===== src/rtl/mac_cluster_seq_if.sv =====
// Job command, operand stream and result port bundle for mac_cluster_seq.
// The slave modport is the sequencer side; master is the job source/result sink.
interface mac_cluster_seq_if #(
  parameter int MAC_CONF_WIDTH = 4,
  parameter int MAC_MIN_WIDTH  = 8,
  parameter int MAC_ACC_WIDTH  = 32,
  parameter int LEN_WIDTH      = 16
);
  logic                                    cmd_valid;
  logic                                    cmd_ready;
  logic [4*MAC_ACC_WIDTH+MAC_CONF_WIDTH-1:0] cmd_cfg;
  logic [LEN_WIDTH-1:0]                    cmd_len;
  logic                                    op_valid;
  logic                                    op_ready;
  logic [8*MAC_MIN_WIDTH-1:0]              op_data;
  logic                                    res_valid;
  logic                                    res_ready;
  logic [4*MAC_ACC_WIDTH-1:0]              res_data;

  modport master (
    output cmd_valid, cmd_cfg, cmd_len, op_valid, op_data, res_ready,
    input  cmd_ready, op_ready, res_valid, res_data
  );

  modport slave (
    input  cmd_valid, cmd_cfg, cmd_len, op_valid, op_data, res_ready,
    output cmd_ready, op_ready, res_valid, res_data
  );
endinterface


===== src/rtl/mac_cluster_seq.sv =====
// Job sequencer for one mac_cluster: loads cfg, streams operand beats with
// stall gating, drains the cluster pipeline and returns the four accumulators.
module mac_cluster_seq #(
  parameter int MAC_CONF_WIDTH = 4,
  parameter int MAC_MIN_WIDTH  = 8,
  parameter int MAC_ACC_WIDTH  = 32,
  parameter int PIPE_LAT       = 4,
  parameter int LEN_WIDTH      = 16
) (
  input  logic                                    clk,
  input  logic                                    rst,
  mac_cluster_seq_if.slave                        bus,
  output logic                                    mac_en,
  output logic                                    mac_cset,
  output logic [4*MAC_ACC_WIDTH+MAC_CONF_WIDTH-1:0] mac_cfg,
  output logic [8*MAC_MIN_WIDTH-1:0]              mac_ops,
  input  logic [4*MAC_ACC_WIDTH-1:0]              mac_out,
  output logic                                    busy
);

  localparam int CFG_W   = 4*MAC_ACC_WIDTH+MAC_CONF_WIDTH;
  localparam int OPS_W   = 8*MAC_MIN_WIDTH;
  localparam int RES_W   = 4*MAC_ACC_WIDTH;
  localparam int DRAIN_W = $clog2(PIPE_LAT+1);

  typedef enum logic [2:0] {
    IDLE,
    CFG,
    STREAM,
    DRAIN,
    RESULT
  } state_t;

  state_t               state_q, state_d;
  logic [CFG_W-1:0]     cfg_q, cfg_d;
  logic [LEN_WIDTH-1:0] beat_cnt_q, beat_cnt_d;
  logic [DRAIN_W-1:0]   drain_cnt_q, drain_cnt_d;
  logic [RES_W-1:0]     res_q, res_d;

  logic cmd_ready;
  logic op_ready;
  logic res_valid;

  always_ff @(posedge clk) begin
    if (rst) begin
      state_q     <= IDLE;
      cfg_q       <= '0;
      beat_cnt_q  <= '0;
      drain_cnt_q <= '0;
      res_q       <= '0;
    end else begin
      state_q     <= state_d;
      cfg_q       <= cfg_d;
      beat_cnt_q  <= beat_cnt_d;
      drain_cnt_q <= drain_cnt_d;
      res_q       <= res_d;
    end
  end

  always_comb begin
    state_d     = state_q;
    cfg_d       = cfg_q;
    beat_cnt_d  = beat_cnt_q;
    drain_cnt_d = drain_cnt_q;
    res_d       = res_q;
    cmd_ready   = 1'b0;
    op_ready    = 1'b0;
    res_valid   = 1'b0;
    mac_en      = 1'b0;
    mac_cset    = 1'b0;
    mac_ops     = '0;

    unique case (state_q)
      IDLE: begin
        cmd_ready = 1'b1;
        if (bus.cmd_valid) begin
          cfg_d      = bus.cmd_cfg;
          beat_cnt_d = bus.cmd_len;
          state_d    = CFG;
        end
      end

      CFG: begin
        mac_cset = 1'b1;
        if (beat_cnt_q != '0) begin
          state_d = STREAM;
        end else begin
          // An empty job still drains so the result path is uniform.
          state_d     = DRAIN;
          drain_cnt_d = DRAIN_W'(PIPE_LAT);
        end
      end

      STREAM: begin
        op_ready = 1'b1;
        mac_ops  = bus.op_data;
        mac_en   = bus.op_valid;
        if (bus.op_valid) begin
          beat_cnt_d = beat_cnt_q - LEN_WIDTH'(1);
          if (beat_cnt_q == LEN_WIDTH'(1)) begin
            state_d     = DRAIN;
            drain_cnt_d = DRAIN_W'(PIPE_LAT);
          end
        end
      end

      DRAIN: begin
        drain_cnt_d = drain_cnt_q - DRAIN_W'(1);
        if (drain_cnt_q > DRAIN_W'(1)) begin
          mac_en = 1'b1;
        end else begin
          // Stop before zero operands can reach the outputs, then capture.
          res_d   = mac_out;
          state_d = RESULT;
        end
      end

      RESULT: begin
        res_valid = 1'b1;
        if (bus.res_ready) begin
          state_d = IDLE;
        end
      end

      default: begin
        state_d = IDLE;
      end
    endcase
  end

  assign bus.cmd_ready = cmd_ready;
  assign bus.op_ready  = op_ready;
  assign bus.res_valid = res_valid;
  assign bus.res_data  = res_q;
  assign mac_cfg       = cfg_q;
  assign busy          = (state_q != IDLE);

endmodule

===== src/flat_wrapper.sv =====
// flat-port wrapper written by rule: the top's interface ports become plain ports
module mac_cluster_seq_flat 
#(
  parameter int MAC_CONF_WIDTH = 4,
  parameter int MAC_MIN_WIDTH  = 8,
  parameter int MAC_ACC_WIDTH  = 32,
  parameter int PIPE_LAT       = 4,
  parameter int LEN_WIDTH      = 16
)
  (clk, rst, mac_en, mac_cset, mac_cfg, mac_ops, mac_out, busy, bus_cmd_valid, bus_cmd_cfg, bus_cmd_len, bus_op_valid, bus_op_data, bus_res_ready, bus_cmd_ready, bus_op_ready, bus_res_valid, bus_res_data);
  mac_cluster_seq_if #(.MAC_CONF_WIDTH(MAC_CONF_WIDTH), .MAC_MIN_WIDTH(MAC_MIN_WIDTH), .MAC_ACC_WIDTH(MAC_ACC_WIDTH), .LEN_WIDTH(LEN_WIDTH)) bus_i ();
  input  logic clk;
  input  logic rst;
  output logic mac_en;
  output logic mac_cset;
  output logic [4*MAC_ACC_WIDTH+MAC_CONF_WIDTH-1:0] mac_cfg;
  output logic [8*MAC_MIN_WIDTH-1:0] mac_ops;
  input  logic [4*MAC_ACC_WIDTH-1:0] mac_out;
  output logic busy;
  input wire logic [$bits(bus_i.cmd_valid)-1:0] bus_cmd_valid;
  input wire logic [$bits(bus_i.cmd_cfg)-1:0] bus_cmd_cfg;
  input wire logic [$bits(bus_i.cmd_len)-1:0] bus_cmd_len;
  input wire logic [$bits(bus_i.op_valid)-1:0] bus_op_valid;
  input wire logic [$bits(bus_i.op_data)-1:0] bus_op_data;
  input wire logic [$bits(bus_i.res_ready)-1:0] bus_res_ready;
  output wire logic [$bits(bus_i.cmd_ready)-1:0] bus_cmd_ready;
  output wire logic [$bits(bus_i.op_ready)-1:0] bus_op_ready;
  output wire logic [$bits(bus_i.res_valid)-1:0] bus_res_valid;
  output wire logic [$bits(bus_i.res_data)-1:0] bus_res_data;
  assign bus_i.cmd_valid = bus_cmd_valid;
  assign bus_i.cmd_cfg = bus_cmd_cfg;
  assign bus_i.cmd_len = bus_cmd_len;
  assign bus_i.op_valid = bus_op_valid;
  assign bus_i.op_data = bus_op_data;
  assign bus_i.res_ready = bus_res_ready;
  assign bus_cmd_ready = bus_i.cmd_ready;
  assign bus_op_ready = bus_i.op_ready;
  assign bus_res_valid = bus_i.res_valid;
  assign bus_res_data = bus_i.res_data;
  mac_cluster_seq #(.MAC_CONF_WIDTH(MAC_CONF_WIDTH), .MAC_MIN_WIDTH(MAC_MIN_WIDTH), .MAC_ACC_WIDTH(MAC_ACC_WIDTH), .PIPE_LAT(PIPE_LAT), .LEN_WIDTH(LEN_WIDTH)) u_core (.clk(clk), .rst(rst), .bus(bus_i), .mac_en(mac_en), .mac_cset(mac_cset), .mac_cfg(mac_cfg), .mac_ops(mac_ops), .mac_out(mac_out), .busy(busy));
endmodule

===== config.mk =====
export PLATFORM = sky130hd
export DESIGN_NAME = mac_cluster_seq_flat
export DESIGN_NICKNAME = d
export VERILOG_FILES = /design/src/rtl/mac_cluster_seq_if.sv /design/src/rtl/mac_cluster_seq.sv /design/src/flat_wrapper.sv
export SDC_FILE = /design/constraint.sdc
export NUM_CORES = 1
export LEC_CHECK = 0
export ABC_AREA = 1
export BUFFER_PORTS_ARGS = -buffer_cell sky130_fd_sc_hd__buf_2
export CAP_MARGIN = 10
export CORE_AREA = 8 8 258 260
export DETAILED_ROUTE_END_ITERATION = 10
export DIE_AREA = 0 0 266 268
export PLACE_DENSITY_LB_ADDON = 0.08
export SYNTH_ARGS = -nofsm -noshare
export SYNTH_HDL_FRONTEND = slang
export SYNTH_SLANG_ARGS = --single-unit

===== constraint.sdc =====
create_clock -name clk -period 2.9 [get_ports clk]
set_clock_uncertainty 0.1 [all_clocks]
set_input_delay 0.145 -clock clk [delete_from_list [all_inputs] [get_ports clk]]
set_output_delay 0.145 -clock clk [all_outputs]
set_load 0.01 [all_outputs]

# Yosys cells after proc, flatten, opt, wreduce, memory -nomap -nowiden
# Index checks and enable logic that the tools add are counted.
[word_totals] wordCells=51 out_inout_bits=330 register_bits=282
[classes] n_mux=21 n_eq_ne=11 bitwise=1 add_sub_neg=2 n_lt_le_gt_ge=1 reduce_logical=10
[op_table] operator="$mux 64" n=1
[op_table] operator="$mux 16" n=2
[op_table] operator="$pmux 16 s2" n=1
[op_table] operator="$mux 3" n=8
[op_table] operator="$eq 16x1->1 const B" n=1
[op_table] operator="$reduce_bool 16->1" n=1
[op_table] operator="$sub 16x1->16 const B" n=1
[op_table] operator="$pmux 3 s5" n=1
[op_table] operator="$ne 2x2->1 const B" n=5
[op_table] operator="$pmux 3 s3" n=1
[op_table] operator="$eq 3x2->1 const B" n=2
[op_table] operator="$mux 1" n=6
[op_table] operator="$reduce_bool 3->1" n=2
[op_table] operator="$reduce_and 5->1" n=1
[op_table] operator="$reduce_and 2->1" n=2
[op_table] operator="$reduce_and 4->1" n=1
[op_table] operator="$eq 3x1->1 const B" n=1
[op_table] operator="$eq 3x3->1 const B" n=1
[op_table] operator="$gt 3x1->1 const B" n=1
[op_table] operator="$logic_not 3->1" n=1
[op_table] operator="$reduce_and 3->1" n=1
[op_table] operator="$sub 3x1->3 const B" n=1
[op_table] operator="$ne 2x1->1 const B" n=1
[op_table] operator="$pmux 1 s2" n=1
[op_table] operator="other kinds (2)" n=2

# Depth between registers and ports, before layout
[depth] ltp_word=4 mapped_depth=11

# Worst setup path before layout
# OpenSTA, ideal clock, no wires.
[synth_path] path_type="reg2reg" start="reg u_core.drain_cnt_q[1]" end="reg u_core.res_q[48] (netlist: u_core.bus.res_data[48])" n_path_buf=2 synth_period_minus_slack_ps=1470 stages_incl_launch_ff=10 arrival_ps=1306 path_slack_ps=1430 setup_time_ps=65 cell_sequence="dfxtp_1 -> inv_1 -> ha_1 -> a21oi_1 -> nor2_1 -> nand2_4 -> buf_6 -> clkbuf_1 -> o21ai_0 -> nor2_1"
[synth_via] elab_chain_len=3
[synth_lines] item="start, declared" line_no="mac_cluster_seq.sv:37" rtl="logic [DRAIN_W-1:0] drain_cnt_q, drain_cnt_d;"
[synth_lines] item="start signal, assigned" line_no="mac_cluster_seq.sv:55" rtl="drain_cnt_q <= drain_cnt_d;"
[synth_lines] item="$gt 3x1->1" line_no="mac_cluster_seq.sv:109" rtl="if (drain_cnt_q > DRAIN_W'(1)) begin"
[synth_lines] item="$not 1->1 (no line)"
[synth_lines] item="$reduce_and 2->1 (no line)"
[synth_lines] item="end signal, assigned" line_no="mac_cluster_seq.sv:56" rtl="res_q <= res_d;"
[synth_lines] item="end, declared" line_no="mac_cluster_seq.sv:38" rtl="logic [RES_W-1:0] res_q, res_d;"
# Every way passes these cells.
# A chain may end at the register's enable or synchronous reset.

# Final worst setup path
[layout_path] start="reg u_core.state_q[0]" end="out mac_ops[16]"
[layout_via] elab_chain_len=2
[layout_lines] item="start, declared" line_no="mac_cluster_seq.sv:34" rtl="state_t state_q, state_d;"
[layout_lines] item="start signal, assigned" line_no="mac_cluster_seq.sv:52" rtl="state_q <= state_d;"
[layout_lines] item="$eq 3x2->1" line_no="mac_cluster_seq.sv:73" rtl="unique case (state_q)"
[layout_lines] item="$mux 64" line_no="mac_cluster_seq.sv:73"
[layout_lines] item="end, declared" line_no="flat_wrapper.sv:17" rtl="output logic [8*MAC_MIN_WIDTH-1:0] mac_ops;"
# Every way passes these cells.

==> metrics.md <==
| Metric | Value |
|---|---|
| Global-route wire length before repair | `81,500 um` |
| Post-synth EDFFs | `0` |
| Worst slew pin tran | `~960 ps` |
| CTS H-Tree Depth | `2` |
| Final min period | `approximately 2400 ps` |
| Synth Register Bits | `between 200 and 300` |
| Distinct cells, synth | `35` |
| Total grt overflow | `0` |
| Initial drt markers | `647` |
| # Post-CTS Setup Buffers | `0` |
| R2r endpoint | `u_core.mac_cfg[97]$_SDFFE_PP0P_` |
| RSZ-0062 raised after global routing | `false` |
| Largest net degree at the start of global routing | `around 150` |
| CP Capture Point | `mac_ops[16]` |
| Clk_lat worst skew | `around 530 ps` |
| Routed via count | `13,257` |
| Clk sink count | `282` |
| Mapped Area | `~0.011 mm2` |
| CP max FO | `40` |
| GRT Overall Usage | `0.143` |
| Post-synth top area cell | `dfxtp_1` |
| Static Leakage | `just over 9 nW` |
| Fraction of layout cells with a size suffix above 1 | `0.316` |
| Worst Hold Launch | `bus_cmd_len[5]` |
| Mapped Avg Cell Area | `7.36 um2` |
| Post-Synthesis Net Count | `~1,900` |
| Total routed wirelength | `54,400 um` |
| Total die area | `0.0713 mm2` |
| Critical Path RT | `between 2000 and 3000 ps` |
| Setup tns final | `0 ps` |
| CTS root buffer | `clkbuf_16` |
| Gate Count Post-Synth | `between 1,500 and 2,000` |
| Core Footprint | `around 0.062 mm2` |
| CTS tree | `built` |
| Worst r2r src | `u_core.state_q[0]$_SDFFE_PP0P_` |
| CTS Buffer Depth | `3` |
| Rows | `92` |
| Top_reg_cell synth | `dfxtp_1` |
| # IOs | `between 600 and 700` |
| Initial antenna violation count | `2` |
| Max-Cap Viols | `0` |
| CP Class | `reg2out` |
| Die X-Extent | `~270 um` |
| Initial DRT Pass Iterations | `5` |
| Wire length per cell | `roughly 16 um` |
| Non-filler instance count after layout | `about 3,300` |
| Outcome | `finished, final reports clean` |
| Max Fclk | `0.420 GHz` |
| CP startpoint | `u_core.state_q[0]$_SDFFE_PP0P_` |
| DRC errors left | `0` |
| Drt via density | `4.00` |
| Pre-CTS setup slack | `868 ps` |
| Vias in the first global route | `between 10,000 and 15,000` |
| Peak supply drop | `~0.68 mV` |
| Final Hold Vio Count | `0` |
| Commonest cells post-synth | `nor2_1 (359), dfxtp_1 (282), nand2_1 (198), a21oi_1 (154), nand3_1 (149)` |
| Detailed placement HPWL | `38,800 um` |
| # setup viols final | `0` |
| Crit share post-route | `0.822` |
| Number of cells after detailed placement | `2,963` |
| Startpoint Class | `register` |
| Critical Path AT | `approximately 2100 ps` |
| Sequential area share after synthesis | `0.500` |
| Synth warn | `0` |
| Critical Path Sink Type | `primary output` |
| R2R Setup Slk | `slightly above 600 ps` |
| Top cells by area, synth | `dfxtp_1 (50%), nor2_1 (12%), a21oi_1 (6.8%)` |
| Reg2Reg Depth | `7` |
| Setup slack after layout | `between 500 and 600 ps` |
| Final GP Congestion | `about 0.80` |
| CTS Buf Count | `38` |
| Rel. slew slack | `0.359` |
| Post-DRT Antenna Nets | `0` |
| Nets | `around 2,800` |
| Die Y-Extent | `roughly 270 um` |
| Asr flop ratio synth | `0` |
| Buffers added on ports | `around 670` |
| Top cell type's share of synthesized area | `0.500` |
| Worst hold-check path type | `in2reg` |
| Starting Density | `0.181` |
| P&R area growth vs syn | `72.5%` |
| Clock transition at the registers of the reported paths | `about 60 ps` |
| Hold Path Depth | `6` |
| Power density over the cells | `roughly 800 mW/mm2` |
| Count of pins over their slew limit | `0` |
| Top-count cell post-synth | `nor2_1` |
timing repair:
| action | in CTS | in global routing |
|---|---|---|
| hold buffers | 285 | 0 |
| endpoints found under the hold margin | 279 | 0 |
| gates resized for setup | 0 | 0 |
how the worst min path moves through the flow:
stage,end
global route,u_core.beat_cnt_q[5]$_SDFFE_PP0P_
floorplan,u_core.bus.res_data[29]$_SDFFE_PP0P_
global placement,u_core.bus.res_data[98]$_SDFFE_PP0P_
detailed placement,u_core.bus.res_data[41]$_SDFFE_PP0P_
CTS,u_core.beat_cnt_q[5]$_SDFFE_PP0P_
finish,u_core.beat_cnt_q[5]$_SDFFE_PP0P_
per-stage QoR:
| stage | util | instance area (um2) | hold slack (ps) | power [mW] |
|---|---|---|---|---|
| 6_report | 0.312 | 19500 | 78.3 | 15.8 |
| 5_1_grt | 0.312 | 19500 | 87.7 | 17.0 |
| 4_1_cts | 0.312 | 19500 | 25.6 | 16.2 |
| 3_5_place_dp | 0.246 | 15300 | 288 | 10.9 |
| 3_3_place_gp | 0.246 | 15300 | 281 | 10.8 |
| 2_1_floorplan | - | 11300 | 193 | 8.76 |
routing by layer:
| layer | GRT usage | up-vias | share of wire | routed length [um] |
|---|---|---|---|---|
| li1 | - | 6746 | - | - |
| met1 | 0.169 | 6032 | 0.42 | 22600 |
| met2 | 0.243 | 411 | 0.48 | 26100 |
| met3 | 0.0480 | 68 | 0.077 | 4190 |
| met4 | 0.0460 | 0 | 0.028 | 1520 |
| met5 | 0 | - | 0 | 0 |
layout make-up:
type	instances	area, um2
inverter	97	370
fill	6816	42900
clock inverter	8	93.8
tap	846	1060
timing repair buffer	981	6500
clock buffer	58	1190
sequential	282	5650
antenna	2	5.00
multi-input combinational	1042	4630
worst max-delay path, stage by stage (launching register included):
cell     delay (ps)
dfxtp_1         440
inv_1           100
nand2_2         290
buf_4           440
nor2_1          130
buf_2           170
state kept, by name, summed over array words and instances (netlist names):
name	cells
u_core.drain_cnt_q	3
u_core.bus.res_data	128
u_core.beat_cnt_q	16
u_core.mac_cfg	132
u_core.state_q	3
logic make-up (layout without fill, tap and decap cells):
group | after synthesis | after routing | synth area share
buf+inv | 211 | 1144 | 0.0910
other cells | 0 | 2 | 0
flops | 282 | 282 | 0.500
xor+xnor | 1 | 1 | 0.000775
fa+ha+maj | 5 | 5 | 0.00554
simple gates | 728 | 728 | 0.265
compound gates | 308 | 308 | 0.138
report_power, final:
part	leakage, nW	internal (mW)	switching (mW)
clock	0.637	2.99	1.81
sequential	2.30	4.68	0.439
combinational	6.42	2.18	3.72
total	9.36	9.85	5.96
layout by cell type, fill, tap and decap left out, types with 2 or more instances in the layout:
| cell type | count |
|---|---|
| buf_2 | 672 |
| inv_1 | 90 |
| diode_2 | 2 |
| nand2_4 | 2 |
| dlygate4sd3_1 | 285 |
| clkinv_2 | 6 |
| nand3b_1 | 3 |
| o21ai_0 | 106 |
| o21ai_1 | 43 |
| clkbuf_1 | 7 |
| bufinv_16 | 2 |
| nand3_1 | 149 |
| buf_4 | 16 |
| dfxtp_1 | 282 |
| buf_12 | 8 |
| a21oi_1 | 154 |
| clkbuf_8 | 10 |
| nor2_1 | 359 |
| or2_2 | 5 |
| ha_1 | 5 |
| nand2_2 | 5 |
| nand2_1 | 198 |
| inv_4 | 2 |
| clkbuf_16 | 41 |
| inv_2 | 4 |
Note: power is estimated with default switching activity, not from simulation.
